<file path="src/rtl/global_avg_pool_stream_if.sv">
// Stream bundle for the global average pool: sample input side plus
// pooled-result output side with its own backpressure.
interface global_avg_pool_stream_if #(
  parameter int DATA_WIDTH = 16
);
  logic                         valid_in;
  logic signed [DATA_WIDTH-1:0] data_in;
  logic [7:0]                   channel_in;
  logic [7:0]                   row_in;
  logic [7:0]                   col_in;
  logic                         ready;
  logic                         valid_out;
  logic signed [DATA_WIDTH-1:0] data_out;
  logic [7:0]                   channel_out;
  logic                         out_ready;
  logic                         frame_done;

  modport slave (
    input  valid_in, data_in, channel_in, row_in, col_in, out_ready,
    output ready, valid_out, data_out, channel_out, frame_done
  );

  modport master (
    output valid_in, data_in, channel_in, row_in, col_in, out_ready,
    input  ready, valid_out, data_out, channel_out, frame_done
  );
endinterface

</file>
<file path="src/rtl/global_avg_pool_stream.sv">
// Global average pooling over a streamed feature map: per-channel signed
// accumulation in ACCUM, then one saturated average per channel in DRAIN.
module global_avg_pool_stream #(
  parameter int CHANNELS     = 16,
  parameter int DATA_WIDTH   = 16,
  parameter int FEATURE_SIZE = 7,
  parameter int RECIP        = 65536 / (FEATURE_SIZE * FEATURE_SIZE)
) (
  input logic                        clk,
  input logic                        rst_n,
  global_avg_pool_stream_if.slave    bus
);
  localparam int ACC_W  = DATA_WIDTH + 2 * $clog2(FEATURE_SIZE) + 1;
  localparam int IDX_W  = (CHANNELS > 1) ? $clog2(CHANNELS) : 1;
  localparam int PROD_W = ACC_W + 18;
  localparam int SMAX_I = 2 ** (DATA_WIDTH - 1) - 1;

  localparam logic [0:0] ACCUM = 1'b0;
  localparam logic [0:0] DRAIN = 1'b1;

  localparam logic [IDX_W-1:0]         LAST    = IDX_W'(CHANNELS - 1);
  localparam logic [16:0]              RECIP_U = 17'(RECIP);
  localparam logic signed [PROD_W-1:0] SMAX    = PROD_W'(SMAX_I);
  localparam logic signed [PROD_W-1:0] SMIN    = PROD_W'(-SMAX_I - 1);

  logic [0:0]                   state_q, state_d;
  logic signed [ACC_W-1:0]      acc_q [CHANNELS];
  logic signed [ACC_W-1:0]      acc_d [CHANNELS];
  logic [IDX_W-1:0]             idx_q, idx_d;
  logic                         vo_q, vo_d;
  logic                         fd_q, fd_d;
  logic signed [DATA_WIDTH-1:0] do_q, do_d;
  logic [7:0]                   co_q, co_d;

  logic                         accept, frame_end, pop, last_pop;
  logic [IDX_W-1:0]             rd_idx;
  logic signed [PROD_W-1:0]     acc_ext, rec_ext, prod, shifted;
  logic signed [DATA_WIDTH-1:0] avg;

  // Samples only land while accumulating and for in-range channels.
  assign accept    = (state_q == ACCUM) && bus.valid_in &&
                     (int'(bus.channel_in) < CHANNELS);
  assign frame_end = accept && (bus.channel_in == 8'(CHANNELS - 1)) &&
                     (bus.row_in == 8'(FEATURE_SIZE - 1)) &&
                     (bus.col_in == 8'(FEATURE_SIZE - 1));
  assign pop       = (state_q == DRAIN) && vo_q && bus.out_ready;
  assign last_pop  = pop && (idx_q == LAST);
  // Look one channel ahead on a pop so results stream one per cycle.
  assign rd_idx    = (pop && !last_pop) ? idx_q + 1'b1 : idx_q;

  // Fixed-point divide by FEATURE_SIZE^2: multiply by reciprocal, floor shift, clamp.
  always_comb begin
    acc_ext = PROD_W'(acc_q[rd_idx]);
    rec_ext = PROD_W'($signed({1'b0, RECIP_U}));
    prod    = acc_ext * rec_ext;
    shifted = prod >>> 16;
    if (shifted > SMAX)      avg = DATA_WIDTH'(SMAX_I);
    else if (shifted < SMIN) avg = DATA_WIDTH'(-SMAX_I - 1);
    else                     avg = DATA_WIDTH'(shifted);
  end

  // Next-state: accumulate, detect frame end, then drain channel by channel.
  always_comb begin
    state_d = state_q;
    idx_d   = idx_q;
    vo_d    = vo_q;
    fd_d    = 1'b0;
    do_d    = do_q;
    co_d    = co_q;
    acc_d   = acc_q;
    if (accept)
      acc_d[bus.channel_in[IDX_W-1:0]] = acc_q[bus.channel_in[IDX_W-1:0]] +
                                         ACC_W'(bus.data_in);
    if (frame_end) begin
      state_d = DRAIN;
      idx_d   = '0;
    end
    if ((state_q == DRAIN) && (!vo_q || pop)) begin
      if (last_pop) begin
        for (int i = 0; i < CHANNELS; i++) acc_d[i] = '0;
        vo_d    = 1'b0;
        fd_d    = 1'b1;
        state_d = ACCUM;
        idx_d   = '0;
      end else begin
        vo_d  = 1'b1;
        do_d  = avg;
        co_d  = 8'(rd_idx);
        idx_d = rd_idx;
      end
    end
  end

  // State registers with asynchronous clear.
  always_ff @(posedge clk or negedge rst_n) begin
    if (!rst_n) begin
      state_q <= ACCUM;
      idx_q   <= '0;
      vo_q    <= 1'b0;
      fd_q    <= 1'b0;
      do_q    <= '0;
      co_q    <= '0;
      for (int i = 0; i < CHANNELS; i++) acc_q[i] <= '0;
    end else begin
      state_q <= state_d;
      idx_q   <= idx_d;
      vo_q    <= vo_d;
      fd_q    <= fd_d;
      do_q    <= do_d;
      co_q    <= co_d;
      for (int i = 0; i < CHANNELS; i++) acc_q[i] <= acc_d[i];
    end
  end

  assign bus.ready       = (state_q == ACCUM);
  assign bus.valid_out   = vo_q;
  assign bus.data_out    = do_q;
  assign bus.channel_out = co_q;
  assign bus.frame_done  = fd_q;
endmodule

</file>
<file path="src/flat_wrapper.sv">
// flat-port wrapper written by rule: the top's interface ports become plain ports
module global_avg_pool_stream_flat 
#(
  parameter int CHANNELS     = 16,
  parameter int DATA_WIDTH   = 16,
  parameter int FEATURE_SIZE = 7,
  parameter int RECIP        = 65536 / (FEATURE_SIZE * FEATURE_SIZE)
)
  (clk, rst_n, bus_valid_in, bus_data_in, bus_channel_in, bus_row_in, bus_col_in, bus_out_ready, bus_ready, bus_valid_out, bus_data_out, bus_channel_out, bus_frame_done);
  global_avg_pool_stream_if #(.DATA_WIDTH(DATA_WIDTH)) bus_i ();
  input logic clk;
  input logic rst_n;
  input wire logic [$bits(bus_i.valid_in)-1:0] bus_valid_in;
  input wire logic [$bits(bus_i.data_in)-1:0] bus_data_in;
  input wire logic [$bits(bus_i.channel_in)-1:0] bus_channel_in;
  input wire logic [$bits(bus_i.row_in)-1:0] bus_row_in;
  input wire logic [$bits(bus_i.col_in)-1:0] bus_col_in;
  input wire logic [$bits(bus_i.out_ready)-1:0] bus_out_ready;
  output wire logic [$bits(bus_i.ready)-1:0] bus_ready;
  output wire logic [$bits(bus_i.valid_out)-1:0] bus_valid_out;
  output wire logic [$bits(bus_i.data_out)-1:0] bus_data_out;
  output wire logic [$bits(bus_i.channel_out)-1:0] bus_channel_out;
  output wire logic [$bits(bus_i.frame_done)-1:0] bus_frame_done;
  assign bus_i.valid_in = bus_valid_in;
  assign bus_i.data_in = bus_data_in;
  assign bus_i.channel_in = bus_channel_in;
  assign bus_i.row_in = bus_row_in;
  assign bus_i.col_in = bus_col_in;
  assign bus_i.out_ready = bus_out_ready;
  assign bus_ready = bus_i.ready;
  assign bus_valid_out = bus_i.valid_out;
  assign bus_data_out = bus_i.data_out;
  assign bus_channel_out = bus_i.channel_out;
  assign bus_frame_done = bus_i.frame_done;
  global_avg_pool_stream #(.CHANNELS(CHANNELS), .DATA_WIDTH(DATA_WIDTH), .FEATURE_SIZE(FEATURE_SIZE), .RECIP(RECIP)) u_core (.clk(clk), .rst_n(rst_n), .bus(bus_i));
endmodule
</file>
<file path="config.mk">
export PLATFORM = sky130hd
export DESIGN_NAME = global_avg_pool_stream_flat
export DESIGN_NICKNAME = d
export VERILOG_FILES = /design/src/rtl/global_avg_pool_stream_if.sv /design/src/rtl/global_avg_pool_stream.sv /design/src/flat_wrapper.sv
export SDC_FILE = /design/constraint.sdc
export NUM_CORES = 1
export LEC_CHECK = 0
export BUFFER_PORTS_ARGS = -buffer_cell sky130_fd_sc_hd__clkbuf_2
export CORE_ASPECT_RATIO = 1.1
export CORE_UTILIZATION = 45
export CTS_CLUSTER_DIAMETER = 150
export DETAILED_ROUTE_END_ITERATION = 8
export HOLD_SLACK_MARGIN = 0.15
export SLEW_MARGIN = 20
export SYNTH_ARGS = -nofsm -noshare
export SYNTH_HDL_FRONTEND = slang
export SYNTH_SLANG_ARGS = --single-unit
</file>
<file path="constraint.sdc">
create_clock -name clk -period 10.9 [get_ports clk]
set_clock_uncertainty 0.2 [all_clocks]
set_input_delay 0.545 -clock clk [delete_from_list [all_inputs] [get_ports clk]]
set_output_delay 0.545 -clock clk [all_outputs]
set_load 0.02 [all_outputs]
</file>
**After elaboration in Yosys (flattened, before gate mapping)**

Index checks and enable logic that the tools add are counted.

- Flip-flop bits (word level): 395
- Input port bits: 44
- Output and inout bits: 27
- Logic and storage cells: 79

- $add $sub $neg: 2
- Multiply operators: 1
- Order comparisons: 6
- Eq/ne operators: 4
- Muxes and demuxes: 24
- Bitwise logic cells: 4
- Reductions and logical operators: 16

Operators by type and width:

| cell | number |
|---|---|
| 368-bit two-way mux | 3 |
| 368-bit bitwise mux | 1 |
| 23-bit binary-select mux with 4-bit select | 2 |
| 23-bit two-way mux | 5 |
| 23-bit demux with 4-bit select | 1 |
| 23-bit by 12-bit multiplier with 35-bit output, second input constant | 1 |
| 16-bit two-way mux | 2 |
| 23-bit by 16-bit adder with 23-bit output | 1 |
| 19-bit by 16-bit greater-than comparator with 1-bit output, second input constant | 1 |
| 19-bit by 16-bit < comparator with 1-bit output, second input constant | 1 |
| 8-bit by 3-bit == test with 1-bit output, second input constant | 2 |
| 4-bit two-way mux | 4 |
| 1-bit logical AND | 11 |
| 5-bit greater-or-equal comparator, second input constant | 2 |
| 4-bit inverter with 5-bit output | 2 |
| 8-bit by 4-bit == test with 1-bit output, second input constant | 1 |
| 8-bit by 5-bit < comparator with 1-bit output, second input constant | 1 |
| 1-bit two-way mux | 6 |
| 5-bit by 1-bit < comparator with 1-bit output, second input constant | 1 |
| 4-bit by 1-bit adder with 4-bit output, second input constant | 1 |
| 4-bit == test, second input constant | 1 |
| 1-bit logical NOT | 2 |
| 1-bit inverter | 2 |
| 2-bit AND reduction | 1 |
| other kinds (2) | 2 |

**Logic depth before layout (Yosys ltp)**

- Word-level depth: 14
- Gate-level depth with buffers: 34
- Depth with buffers taken out: 29

**Worst setup path after synthesis**

OpenSTA, ideal clock, no wires.

- Path type: reg-to-reg
- Start point: register u_core.idx_q[0]
- End point: register u_core.do_q[10] (netlist: u_core.bus.data_out[10])
- Setup time: 0.066 ns
- Arrival: 8.505 ns
- Data required time: 10.634 ns
- Setup slack: 2.128 ns
- Cell stages (with the launch flop): 34
- Buffers on the path: 5
- Period minus slack after synthesis: 8.772 ns
- Path through: dfrtp_1 > ha_1 > nand3_1 > nor2b_1 > buf_4 > xnor2_2 > buf_6 > buf_1 > buf_2 > mux4_2 > mux4_2 > inv_1 > fa_1 > inv_1 > ha_1 > fa_1 > fa_1 > inv_1 > fa_1 > inv_1 > ha_1 > a21o_1 > a21o_1 > a21o_1 > a21o_1 > a21oi_1 > o21ai_0 > a21oi_1 > o31ai_2 > or4b_1 > a211o_1 > a31oi_4 > buf_6 > a221o_1

- Longest elaborated chain between the ends: 13
- Elaborated cells between the ends (all ways): 17
- Those cells by class: add/sub (1); mul (1); order compare (2); eq/ne (1); mux (6); bitwise (2); reduce/logical (4)

RTL lines:

| item | line | RTL |
|---|---|---|
| start: declaration | global_avg_pool_stream.sv:29 | `logic [IDX_W-1:0] idx_q, idx_d;` |
| start signal: assignment | global_avg_pool_stream.sv:106 | `idx_q <= idx_d;` |
| branches (longest 13 deep; another with 23-bit by 12-bit multiplier with 35-bit output) | n/a |  |
| end signal: assignment | global_avg_pool_stream.sv:109 | `do_q <= do_d;` |
| end: declaration | global_avg_pool_stream.sv:32 | `logic signed [DATA_WIDTH-1:0] do_q, do_d;` |

Several ways; the timed one is not identified. The select of a mux whose other input is x is not followed.
A chain may end at the register's enable or synchronous reset.

**Final worst setup path**

- Start point: register u_core.idx_q[1]
- End point: register u_core.do_q[10] (netlist: u_core.bus.data_out[10])

The elaborated chain is that of the path after synthesis.

==> reports/qor.yml <==
routing:
  avgRoutedWirePerCell_um: 23.63
  drt_iter0_drc: 2066
  drcViolationCount: 0
  avgViaCountPerCell: 6.127
  num_vias: 20760
  ant_nets: 0
  drt-total-wl_um: 80060
  firstDrtPassIters: 9
cts:
  postCtsSetupBuffers: 0
  clkTransAtPathRegs_ps: 60
  worst_skew_pair.late_latency_ps: 590
  ctsLongestPathBuffers: 3
  cts_sinks: 395
  cts_resized: 0
  postCtsHoldBufs: 2
  cts_buffers: 45
  cts_tree: "yes"
  h-tree-depth: 2
  cts.root.buffer_cell: "clkbuf_16"
layout:
  fillers: 5314
  antenna_cells: 0
  final_net_count: 2841
  area_delta_synth_final_pct: 9.846
  layout-drive-gt1-share: 0.1802
  finalNonFillerCells: 3388
worst_setup_path:
  max_stage_delay_ps: 840
  r2r-start: "u_core.idx_q[1]$_DFFE_PN0P_"
  worstSetupStartpointType: "flip-flop"
  arrival_ps: 10010
  critPathMostFrequentCell: "a21o_1"
  critPathSlowestCell: "xnor2_4"
  cp_max_fo: 16
  cp-end-kind: "flip-flop"
  worstRegToRegCells: 30
  r2r-end: "u_core.bus.data_out[10]$_DFFE_PN0P_"
  criticalPathCategory: "flip-flop to flip-flop"
  cp_data_required_time_ps: 11210
  rrSetupSlack_ps: 1200
timing:
  period_share: 0.8896
  worst_pin_slew_ps: 1181
  fin_tns_setup_ps: 0
  finalWorstSetupSlack_ps: 1204
  max_clock_freq_mhz: 103.1
  slew_viol_final: 0
  finalHoldViolCount: 0
  setup_viol: 0
  slew_headroom: 0.2101
  period_minus_slack_ps: 9696
  rsz0062_at_grt: "false"
placement:
  io_buffer_count: 66
  hpwl_um: 52020
  gp_congestion: 0.8682
  dp_cells: 3302
  pre_cts_slack_ps: 1263
synthesis:
  yosys_warnings: 0
  synth_mux_area_frac: 0.2048
  synth.top_cell.area_share: 0.3647
  synth_top_family_by_area: "multiplexers"
  netlist_instances: 2616
  syn-cell-area_um2: 27110
  synth_area_per_cell_um2: 10.36
  synth_top_cells_by_count: "nor2_1, dfrtp_1, a21oi_1, mux4_2, nand2_1"
  synth_edf_count: 0
  yosys_most_used_dff: "dfrtp_1"
  synth_fa_ha_area_frac: 0.1199
  synth_top_cell_by_area: "dfrtp_1"
  yosys.cell_types.count: 67
  synth-xor-area-share: 0.01708
  async_flop_share: 1.000
  synth_compound_area_frac: 0.1195
  seq_area_frac_synth: 0.3647
  ys_top_cells_by_area: "dfrtp_1, mux4_2, nor2_1, ha_1, fa_1"
  synth_seq_cells: 395
  synthSimpleGateAreaFrac: 0.1227
  synth_most_common_cell: "nor2_1"
floorplanning:
  die_w_um: 236.0
  core_region_area_um2: 59630
  dieArea_um2: 61220
  initial_core_util: 0.4546
  num_rows: 94
  pin_count: 71
  die_y_um: 259.4
grt:
  grt_util_all_layers: 0.2636
  grt-ovfl-total: 0
  use_met1: 0.3473
  grt_busiest_layer: "met2"
  gr-usage-met2: 0.4433
  grt_max_degree: 173
  grt_pass1_wl_um: 124400
  first_global_vias: 20690
  antenna_found_initial: 0
  met3_usage: 0.04158
hold_path:
  holdPathStages: 6
  min_to: "u_core.state_q$_DFF_PN0_"
  min_from: "bus_col_in[3]"
  hold_path.class: "input pin to flip-flop"
outcome:
  status: "completed"
pwr:
  irDropWorstVdd_v: 0.00008407
  power_density_nw_per_um2: 129.2
  p_leak_uw: 0.01445
  total_power_uw: 3848
job:
  drv_cap: 0
placed cells by master (no fill, tap or decap), types with 39 or more instances in the layout:
cell type	count
o21ai_0	78
fa_1	78
dfrtp_1	395
nand3_1	74
a21o_1	39
mux4_2	240
ha_1	135
nor2_1	477
a21oi_1	297
nand2_1	161
clkbuf_16	45
inv_1	146
clkbuf_2	63
buf_4	49
area by class of cell:
| cell class | instances | area, um^2 | share of cell area |
|---|---|---|---|
| Clock buffer | 67 | 1289 | 0.04328 |
| Timing Repair Buffer | 120 | 809.5 | 0.02719 |
| Multi-Input combinational cell | 1874 | 16020 | 0.5381 |
| Inverter | 148 | 563.0 | 0.01891 |
| Clock inverter | 16 | 246.5 | 0.008278 |
| Sequential cell | 395 | 9884 | 0.3320 |
| Tap cell | 768 | 960.9 | 0.03227 |
power breakdown:
part | switching [uW] | internal (uW) | total (uW)
Clock | 641 | 962 | 1600
Sequential | 58.8 | 1540 | 1590
Combinational | 388 | 264 | 651
Total | 1090 | 2760 | 3850
worst max-delay path, delay by kind of cell (launching register included):
kind	cells	cell delay (ps)
XOR/XNOR	2	1050
AND/OR/NAND/NOR	3	760
buffers and inverters	4	630
flip-flops	1	670
adder cells (fa/ha/maj)	7	2690
multiplexers	2	1200
AO/OA/AOI/OAI	12	2360
stage by stage:
stage               area [um^2]  hold slack, ps    util
floorplan                 27120           49.41       -
global placement          28130           272.4  0.4717
detailed placement        28170           282.5  0.4725
CTS                       29730           241.7  0.4986
global route              29770           322.1  0.4993
finish                    29770           262.2  0.4993
registers in the layout, summed over array words and instances, names as in the netlist:
| register | count |
|---|---|
| u_core.bus.data_out | 16 |
| u_core.state_q | 1 |
| u_core.bus.channel_out | 4 |
| u_core.idx_q | 4 |
| u_core.bus.valid_out | 1 |
| u_core.bus.frame_done | 1 |
| u_core.acc_q | 368 |
layer usage:
| metal | vias up | part of all wire |
|---|---|---|
| met5 | - | 0 |
| met4 | 0 | 0.034 |
| met3 | 165 | 0.064 |
| met2 | 812 | 0.49 |
| met1 | 10580 | 0.41 |
| li1 | 9198 | - |
worst max-delay path by stage:
| stage | start | end | slack [ps] | cells past startpoint |
|---|---|---|---|---|
| after detailed placement | u_core.idx_q[1]$_DFFE_PN0P_ | u_core.bus.data_out[13]$_DFFE_PN0P_ | 1260 | 30 |
| final | u_core.idx_q[1]$_DFFE_PN0P_ | u_core.bus.data_out[10]$_DFFE_PN0P_ | 1200 | 30 |
| after global routing | u_core.idx_q[1]$_DFFE_PN0P_ | u_core.bus.data_out[10]$_DFFE_PN0P_ | 680 | 30 |
| after floorplan | u_core.idx_q[0]$_DFFE_PN0P_ | u_core.bus.data_out[10]$_DFFE_PN0P_ | 2130 | 33 |
| after global placement | u_core.idx_q[1]$_DFFE_PN0P_ | u_core.bus.data_out[13]$_DFFE_PN0P_ | 1350 | 30 |
| after CTS | u_core.idx_q[1]$_DFFE_PN0P_ | u_core.bus.data_out[10]$_DFFE_PN0P_ | 1180 | 30 |
cells by family after synthesis:
group	count (synthesis)
AO/OA/AOI/OAI	549
flip-flops	395
other	1
adder cells (fa/ha/maj)	213
buffers and inverters	351
multiplexers	253
AND/OR/NAND/NOR	802
XOR/XNOR	52
Note: power is estimated with default switching activity, not from simulation.
